File: src/rtl/tm_qm0_depth_ctl_if.sv
// Handshake bundle between the QM0 depth requester, its clients (egress, scheduler)
// and the queue-depth tracker.
interface tm_qm0_depth_ctl_if #(
    parameter int QB = 3
);
    logic                 ep_enq_vld;
    logic [QB-1:0]        ep_enq_qid;
    logic                 ep_enq_rdy;
    logic                 sch_deq_vld;
    logic [QB-1:0]        sch_deq_qid;
    logic                 sch_deq_rdy;
    logic                 depth_enq_req;
    logic [QB-1:0]        depth_enq_qid;
    logic                 depth_deq_req;
    logic [QB-1:0]        depth_deq_qid;
    logic                 depth_enq_ack;
    logic                 depth_enq_to_empty;
    logic                 depth_deq_ack;
    logic                 depth_deq_from_emptyp2;
    logic                 act_set_vld;
    logic [QB-1:0]        act_set_qid;
    logic                 act_clr_vld;
    logic [QB-1:0]        act_clr_qid;
    logic [(2**QB)-1:0]   active;
    logic                 ack_err;

    modport slave (
        input  ep_enq_vld, ep_enq_qid, sch_deq_vld, sch_deq_qid,
               depth_enq_ack, depth_enq_to_empty, depth_deq_ack, depth_deq_from_emptyp2,
        output ep_enq_rdy, sch_deq_rdy, depth_enq_req, depth_enq_qid,
               depth_deq_req, depth_deq_qid, act_set_vld, act_set_qid,
               act_clr_vld, act_clr_qid, active, ack_err
    );

    modport master (
        output ep_enq_vld, ep_enq_qid, sch_deq_vld, sch_deq_qid,
               depth_enq_ack, depth_enq_to_empty, depth_deq_ack, depth_deq_from_emptyp2,
        input  ep_enq_rdy, sch_deq_rdy, depth_enq_req, depth_enq_qid,
               depth_deq_req, depth_deq_qid, act_set_vld, act_set_qid,
               act_clr_vld, act_clr_qid, active, ack_err
    );
endinterface

File: src/rtl/tm_qm0_depth_ctl.sv
// QM0 depth-tracker requester: issues enq/deq requests, matches tracker acks back to
// their qids and maintains the per-queue ACTIVE (non-empty) bitmap.
module tm_qm0_depth_ctl #(
    parameter int QB        = 3,
    parameter int ENQ_CRED  = 4,
    parameter int DEQ_BURST = 4
) (
    input  logic              clk,
    input  logic              reset,
    tm_qm0_depth_ctl_if.slave bus
);
    localparam int NQ  = 2 ** QB;
    localparam int CW  = $clog2(NQ + 3);
    localparam int CRW = $clog2(ENQ_CRED + 1);
    localparam int PW  = (ENQ_CRED > 1) ? $clog2(ENQ_CRED) : 1;
    localparam int BW  = $clog2(DEQ_BURST + 1);
    localparam logic [CW-1:0]  INIT_LAST = CW'(NQ + 1);
    localparam logic [CRW-1:0] CRED_FULL = CRW'(ENQ_CRED);
    localparam logic [BW-1:0]  BURST_MAX = BW'(DEQ_BURST);

    typedef enum logic [0:0] {ST_INIT = 1'b0, ST_RUN = 1'b1} state_t;

    state_t          state_r, state_nxt_s;
    logic [CW-1:0]   init_cnt_r;
    logic            run_s;
    logic [CRW-1:0]  credits_r, credits_nxt_s;
    logic [QB-1:0]   tag_mem_r [ENQ_CRED];
    logic [PW-1:0]   wr_ptr_r, rd_ptr_r;
    logic [BW-1:0]   burst_r;
    logic            enq_req_r, deq_req_r;
    logic [QB-1:0]   enq_qid_r, deq_qid_r;
    logic [2:0]      pv_r;
    logic [QB-1:0]   pq_r [3];
    logic            set_vld_r, clr_vld_r, ack_err_r;
    logic [QB-1:0]   set_qid_r, clr_qid_r;
    logic [NQ-1:0]   active_r, set_mask_s, clr_mask_s;
    logic            enq_rdy_s, deq_rdy_s, enq_acc_s, deq_acc_s, outstanding_s;
    logic            enq_ack_ok_s, deq_ack_ok_s, ack_err_s, set_fire_s, clr_fire_s;
    logic [QB-1:0]   set_qid_s, clr_qid_s;

    // Handshake qualification and ack matching; no ack input reaches a ready or request.
    assign run_s         = (state_r == ST_RUN);
    assign outstanding_s = (credits_r != CRED_FULL);
    assign enq_rdy_s     = run_s & (credits_r != CRW'(0));
    assign deq_rdy_s     = run_s & ~((burst_r == BURST_MAX) & outstanding_s);
    assign enq_acc_s     = bus.ep_enq_vld & enq_rdy_s;
    assign deq_acc_s     = bus.sch_deq_vld & deq_rdy_s;
    assign enq_ack_ok_s  = bus.depth_enq_ack & outstanding_s;
    assign deq_ack_ok_s  = bus.depth_deq_ack & pv_r[2];
    assign ack_err_s     = (bus.depth_enq_ack & ~outstanding_s) | (bus.depth_deq_ack & ~pv_r[2]);
    assign set_fire_s    = enq_ack_ok_s & bus.depth_enq_to_empty;
    assign clr_fire_s    = deq_ack_ok_s & ~bus.depth_deq_from_emptyp2;
    assign set_qid_s     = tag_mem_r[rd_ptr_r];
    assign clr_qid_s     = pq_r[2];

    // State register
    always_ff @(posedge clk or posedge reset) begin
        if (reset) begin
            state_r <= ST_INIT;
        end else begin
            state_r <= state_nxt_s;
        end
    end

    // Next state: hold off traffic while the tracker clears its RAM
    always_comb begin
        state_nxt_s = state_r;
        case (state_r)
            ST_INIT: begin
                if (init_cnt_r == INIT_LAST) begin
                    state_nxt_s = ST_RUN;
                end else begin
                    state_nxt_s = ST_INIT;
                end
            end
            ST_RUN:  state_nxt_s = ST_RUN;
            default: state_nxt_s = ST_INIT;
        endcase
    end

    // RAM-clear cycle counter
    always_ff @(posedge clk or posedge reset) begin
        if (reset) begin
            init_cnt_r <= CW'(0);
        end else if (state_r == ST_INIT) begin
            init_cnt_r <= init_cnt_r + CW'(1);
        end
    end

    // Credit update and bitmap masks
    always_comb begin
        credits_nxt_s = credits_r;
        case ({enq_acc_s, enq_ack_ok_s})
            2'b10:   credits_nxt_s = credits_r - CRW'(1);
            2'b01:   credits_nxt_s = credits_r + CRW'(1);
            default: credits_nxt_s = credits_r;
        endcase
        if (set_fire_s) begin
            set_mask_s = NQ'(1) << set_qid_s;
        end else begin
            set_mask_s = {NQ{1'b0}};
        end
        if (clr_fire_s) begin
            clr_mask_s = NQ'(1) << clr_qid_s;
        end else begin
            clr_mask_s = {NQ{1'b0}};
        end
    end

    // Enqueue side: credits, in-order tag FIFO (pointer wrap needs power-of-two depth)
    always_ff @(posedge clk or posedge reset) begin
        if (reset) begin
            credits_r <= CRED_FULL;
            wr_ptr_r  <= PW'(0);
            rd_ptr_r  <= PW'(0);
            enq_req_r <= 1'b0;
            enq_qid_r <= QB'(0);
            for (int i = 0; i < ENQ_CRED; i++) tag_mem_r[i] <= QB'(0);
        end else begin
            credits_r <= credits_nxt_s;
            enq_req_r <= enq_acc_s;
            enq_qid_r <= enq_acc_s ? bus.ep_enq_qid : QB'(0);
            if (enq_acc_s) begin
                tag_mem_r[wr_ptr_r] <= bus.ep_enq_qid;
                wr_ptr_r            <= wr_ptr_r + PW'(1);
            end
            if (enq_ack_ok_s) rd_ptr_r <= rd_ptr_r + PW'(1);
        end
    end

    // Dequeue side: burst throttle and qid pipe aligned to the fixed-latency deq ack
    always_ff @(posedge clk or posedge reset) begin
        if (reset) begin
            burst_r   <= BW'(0);
            deq_req_r <= 1'b0;
            deq_qid_r <= QB'(0);
            pv_r      <= 3'b000;
            for (int i = 0; i < 3; i++) pq_r[i] <= QB'(0);
        end else begin
            burst_r   <= (deq_acc_s & outstanding_s) ? burst_r + BW'(1) : BW'(0);
            deq_req_r <= deq_acc_s;
            deq_qid_r <= deq_acc_s ? bus.sch_deq_qid : QB'(0);
            pv_r      <= {pv_r[1:0], deq_req_r};
            pq_r[0]   <= deq_qid_r;
            pq_r[1]   <= pq_r[0];
            pq_r[2]   <= pq_r[1];
        end
    end

    // ACTIVE bitmap (set wins over clear), transition events and sticky error
    always_ff @(posedge clk or posedge reset) begin
        if (reset) begin
            active_r  <= {NQ{1'b0}};
            set_vld_r <= 1'b0;
            set_qid_r <= QB'(0);
            clr_vld_r <= 1'b0;
            clr_qid_r <= QB'(0);
            ack_err_r <= 1'b0;
        end else begin
            active_r  <= (active_r & ~clr_mask_s) | set_mask_s;
            set_vld_r <= set_fire_s;
            set_qid_r <= set_fire_s ? set_qid_s : QB'(0);
            clr_vld_r <= clr_fire_s;
            clr_qid_r <= clr_fire_s ? clr_qid_s : QB'(0);
            ack_err_r <= ack_err_r | ack_err_s;
        end
    end

    assign bus.ep_enq_rdy    = enq_rdy_s;
    assign bus.sch_deq_rdy   = deq_rdy_s;
    assign bus.depth_enq_req = enq_req_r;
    assign bus.depth_enq_qid = enq_qid_r;
    assign bus.depth_deq_req = deq_req_r;
    assign bus.depth_deq_qid = deq_qid_r;
    assign bus.act_set_vld   = set_vld_r;
    assign bus.act_set_qid   = set_qid_r;
    assign bus.act_clr_vld   = clr_vld_r;
    assign bus.act_clr_qid   = clr_qid_r;
    assign bus.active        = active_r;
    assign bus.ack_err       = ack_err_r;
endmodule

File: src/flat_wrapper.sv
// flat-port wrapper written by rule: the top's interface ports become plain ports
module tm_qm0_depth_ctl_flat 
#(
    parameter int QB        = 3,
    parameter int ENQ_CRED  = 4,
    parameter int DEQ_BURST = 4
)
  (clk, reset, bus_ep_enq_vld, bus_ep_enq_qid, bus_sch_deq_vld, bus_sch_deq_qid, bus_depth_enq_ack, bus_depth_enq_to_empty, bus_depth_deq_ack, bus_depth_deq_from_emptyp2, bus_ep_enq_rdy, bus_sch_deq_rdy, bus_depth_enq_req, bus_depth_enq_qid, bus_depth_deq_req, bus_depth_deq_qid, bus_act_set_vld, bus_act_set_qid, bus_act_clr_vld, bus_act_clr_qid, bus_active, bus_ack_err);
  tm_qm0_depth_ctl_if #(.QB(QB)) bus_i ();
  input  logic clk;
  input  logic reset;
  input wire logic [$bits(bus_i.ep_enq_vld)-1:0] bus_ep_enq_vld;
  input wire logic [$bits(bus_i.ep_enq_qid)-1:0] bus_ep_enq_qid;
  input wire logic [$bits(bus_i.sch_deq_vld)-1:0] bus_sch_deq_vld;
  input wire logic [$bits(bus_i.sch_deq_qid)-1:0] bus_sch_deq_qid;
  input wire logic [$bits(bus_i.depth_enq_ack)-1:0] bus_depth_enq_ack;
  input wire logic [$bits(bus_i.depth_enq_to_empty)-1:0] bus_depth_enq_to_empty;
  input wire logic [$bits(bus_i.depth_deq_ack)-1:0] bus_depth_deq_ack;
  input wire logic [$bits(bus_i.depth_deq_from_emptyp2)-1:0] bus_depth_deq_from_emptyp2;
  output wire logic [$bits(bus_i.ep_enq_rdy)-1:0] bus_ep_enq_rdy;
  output wire logic [$bits(bus_i.sch_deq_rdy)-1:0] bus_sch_deq_rdy;
  output wire logic [$bits(bus_i.depth_enq_req)-1:0] bus_depth_enq_req;
  output wire logic [$bits(bus_i.depth_enq_qid)-1:0] bus_depth_enq_qid;
  output wire logic [$bits(bus_i.depth_deq_req)-1:0] bus_depth_deq_req;
  output wire logic [$bits(bus_i.depth_deq_qid)-1:0] bus_depth_deq_qid;
  output wire logic [$bits(bus_i.act_set_vld)-1:0] bus_act_set_vld;
  output wire logic [$bits(bus_i.act_set_qid)-1:0] bus_act_set_qid;
  output wire logic [$bits(bus_i.act_clr_vld)-1:0] bus_act_clr_vld;
  output wire logic [$bits(bus_i.act_clr_qid)-1:0] bus_act_clr_qid;
  output wire logic [$bits(bus_i.active)-1:0] bus_active;
  output wire logic [$bits(bus_i.ack_err)-1:0] bus_ack_err;
  assign bus_i.ep_enq_vld = bus_ep_enq_vld;
  assign bus_i.ep_enq_qid = bus_ep_enq_qid;
  assign bus_i.sch_deq_vld = bus_sch_deq_vld;
  assign bus_i.sch_deq_qid = bus_sch_deq_qid;
  assign bus_i.depth_enq_ack = bus_depth_enq_ack;
  assign bus_i.depth_enq_to_empty = bus_depth_enq_to_empty;
  assign bus_i.depth_deq_ack = bus_depth_deq_ack;
  assign bus_i.depth_deq_from_emptyp2 = bus_depth_deq_from_emptyp2;
  assign bus_ep_enq_rdy = bus_i.ep_enq_rdy;
  assign bus_sch_deq_rdy = bus_i.sch_deq_rdy;
  assign bus_depth_enq_req = bus_i.depth_enq_req;
  assign bus_depth_enq_qid = bus_i.depth_enq_qid;
  assign bus_depth_deq_req = bus_i.depth_deq_req;
  assign bus_depth_deq_qid = bus_i.depth_deq_qid;
  assign bus_act_set_vld = bus_i.act_set_vld;
  assign bus_act_set_qid = bus_i.act_set_qid;
  assign bus_act_clr_vld = bus_i.act_clr_vld;
  assign bus_act_clr_qid = bus_i.act_clr_qid;
  assign bus_active = bus_i.active;
  assign bus_ack_err = bus_i.ack_err;
  tm_qm0_depth_ctl #(.QB(QB), .ENQ_CRED(ENQ_CRED), .DEQ_BURST(DEQ_BURST)) u_core (.clk(clk), .reset(reset), .bus(bus_i));
endmodule
File: config.mk
export PLATFORM = sky130hd
export DESIGN_NAME = tm_qm0_depth_ctl_flat
export DESIGN_NICKNAME = d
export VERILOG_FILES = /design/src/rtl/tm_qm0_depth_ctl_if.sv /design/src/rtl/tm_qm0_depth_ctl.sv /design/src/flat_wrapper.sv
export SDC_FILE = /design/constraint.sdc
export NUM_CORES = 1
export LEC_CHECK = 0
export CAP_MARGIN = 20
export CORE_ASPECT_RATIO = 0.6
export CORE_MARGIN = 8
export CORE_UTILIZATION = 55
export CTS_BUF_LIST = sky130_fd_sc_hd__clkbuf_4
export CTS_CLUSTER_DIAMETER = 50
export DETAILED_ROUTE_END_ITERATION = 6
export PLACE_DENSITY = 0.89
export SLEW_MARGIN = 20
export SYNTH_ARGS = -nofsm -noshare
export SYNTH_HDL_FRONTEND = slang
export SYNTH_SLANG_ARGS = --single-unit
File: constraint.sdc
create_clock -name clk -period 3 [get_ports clk]
set_clock_uncertainty 0.1 [all_clocks]
set_input_delay 0.75 -clock clk [delete_from_list [all_inputs] [get_ports clk]]
set_output_delay 0.75 -clock clk [all_outputs]
set_load 0.01 [all_outputs]
==> metrics.txt <==
Congestion Overflow GR 0; first-pass GRT wire length slightly above 8000 µm; Vias approximately 1600; initial antenna violation count 0; setup TNS 0 ns; Yosys cell types 36; area grow syn2layout 26.1%; Starting DRT DRC Count between 60 and 70; Worst EP arrival ~1.9 ns; nets between 200 and 300; GP Congestion between 0.8 and 0.9; WS Path Type flop to primary output; commonest non-fill, non-tap cells in the layout dfrtp_1, clkdlybuf4s50_1, inv_1; I/O pin total 41; Max Freq between 300 and 400 MHz; Final WS setup 0.212 ns; die height 68.6 µm; vias per std cell about 5.2; post-layout util 0.712; Worst Path Required about 2.2 ns; Post-Syn Instances 187; sequential area share after synthesis 0.632; Antenna diodes 0; worst min-delay path class flop to flop; P_int roughly 2000 µW; Psw 933 µW; hold_sp u_core.pv_r[0]; multi-input combinational cell area roughly 850 µm²; ys async rst share 1.00; maximum VDD drop 0.456 mV; Reg-to-Reg Start u_core.credits_r[2]; number of synthesized flops with an enable pin 0; Reg power frac 0.446; clock-pin transition on the worst setup and hold timing paths 0.11 ns; Synth top area share 0.622; CP Max Fanout 5; CP cell instances or3b_1, a31oi_4, dlygate4sd2_1; largest net degree at the start of global routing 39; fill count about 310; CP top delay family flip-flops; Initial Util 0.564; Worst Max-Slew Pin Slew around 0.58 ns; vias in the first global route 1647; full die area about 0.007 mm²; CTS tree built; clock power share 0.227; CP startpoint u_core.credits_r[2]; Cell Area, Synth ~0.0025 mm²; clock sink count 64; post-synth top area cell dfrtp_1; Mapped Nets between 200 and 250; CTS Buf Count 9; Hold Vio Cnt, Final 0; max cap viols 0; synthesis-stage register bit count 64; pwr dens just over 900 mW/mm²; CORE AREA between 0.004 and 0.005 mm²; R2R Setup Slk ~0.46 ns; DP HPWL roughly 3600 µm; Root Buffer clkbuf_4; average cell area after synthesis 13.6 µm²; Ys Warns 0; row cnt 19; Worst-Skew Late Latency between 0.4 and 0.5 ns; unrepaired setup endpoints after global routing false; Clock Tree Buf Depth 2; largest stage delay on the critical path about 0.58 ns; static leakage ~0.0014 µW; Comb power frac 0.327; final worst-path cycle share 0.929; Net Sw Frac 0.321; Die Wd 104 µm; H-tree levels 3; post-route ant nets 0; drt first pass iters 4; input/output buffers 40; final WL 4980 µm; outcome finished clean; critical path's slowest cell dfstp_2; Reg area approximately 0.0016 mm²; fin. max-slew vios 0; layout cells sized above 1 0.119; Setup Viol. Count Final 0; relative slew slack 0.613; Total Routing Usage GR 0.152; Startpoint Class flop; Bufs and invs on worst path 1; Synth area leaders dfrtp_1, mux2_1, ha_1; wire length per cell 16.2 µm; CP endpoint kind primary output; Tmin final ~2.8 ns; Synth Flop Type dfrtp_1; drc violations 0; commonest non-fill, non-tap cell in the layout dfrtp_1; DP Worst Slack 0.344 ns
## synthesized netlist by cell type, types with 2 or more instances
master    instances
dfrtp_1          63
and3_1            3
nand3_1           2
nand4_1           4
o21ai_1           9
mux4_2            3
buf_2             2
and2_1            6
o21ai_0           7
nand2_1          11
nand2b_1          5
o31ai_1           2
mux2_1           12
xnor2_1           7
inv_1            15
ha_1              9
xor2_1            3
nor2_1            6
## flip-flops by register name, summed over array words and instances, names as in the netlist, 2 cells and up
name                      flops
u_core.bus.active             8
u_core.bus.act_set_qid        3
u_core.bus.depth_deq_qid      3
u_core.tag_mem_r             12
u_core.pq_r                   6
u_core.pv_r                   3
u_core.rd_ptr_r               2
u_core.init_cnt_r             4
u_core.bus.depth_enq_qid      3
u_core.credits_r              3
u_core.clr_qid_s              3
u_core.wr_ptr_r               2
u_core.bus.act_clr_qid        3
u_core.burst_r                3
## through the flow
stage | hold slack [ns] | power, µW | area [µm²] | cells
floorplan | 0.231 | 1880 | 2540 | 187
global placement | 0.233 | 2190 | 3040 | 291
detailed placement | 0.235 | 2260 | 3040 | 291
CTS | 0.253 | 2930 | 3200 | 307
global route | 0.251 | 3080 | 3200 | 307
finish | 0.250 | 2910 | 3200 | 307
## final cells by class
class                           instances  area share
Clock buffer                           11      0.0258
Clock inverter                          5      0.0254
Inverter                               16      0.0188
Multi-Input combinational cell        104       0.266
Sequential cell                        64       0.501
Tap cell                               63      0.0246
Timing Repair Buffer                   44       0.138
## worst reg2reg max path: cells and delay by family (launching register included)
family        cells  cell delay [ns]
simple gates      2             0.61
fa+ha+maj         2             0.60
flops             1             0.58
buf+inv           2             0.27
mux               1             0.26
## cell families after synthesis
| group | share of synthesized area |
|---|---|
| xor gates and xnor gates | 0.0345 |
| adders and majority gates | 0.0523 |
| AOI/OAI and AO/OA | 0.0567 |
| buffers and inverters | 0.0321 |
| muxes | 0.0883 |
| and+or+nand+nor | 0.104 |
| DFF | 0.632 |
## layer usage
metal	wire length (µm)	track usage	vias to the layer above
met3	333	0.0816	7
met1	2360	0.187	805
li1	-	-	750
met5	0	0	-
met2	2230	0.231	45
met4	57	0.0429	0
## path summary, 6_finish.rpt
check,end,cells past startpoint
max reg2reg,u_core.credits_r[1],7
min,u_core.pv_r[1],0
max,bus_sch_deq_rdy,3
max in group asynchronous,u_core.bus.depth_deq_req,3
min in group asynchronous,u_core.tag_mem_r[2],2
min reg2reg,u_core.pv_r[1],0
## power by group through the flow
stage / clock network (µW) / logic (µW) / registers [µW]
final: 662 / 951 / 1300
after global placement: 0 / 904 / 1290
after CTS: 675 / 957 / 1290
after floorplan: 0 / 590 / 1290
after global routing: 714 / 1040 / 1330
after detailed placement: 0 / 951 / 1310
## repair_timing
item | CTS | global route
gates resized for setup | 1 | 0
setup endpoints to repair | 1 | 0
hold buffers | 0 | 0
setup buffers | 0 | 0
Power figures use the tool's default switching activity.
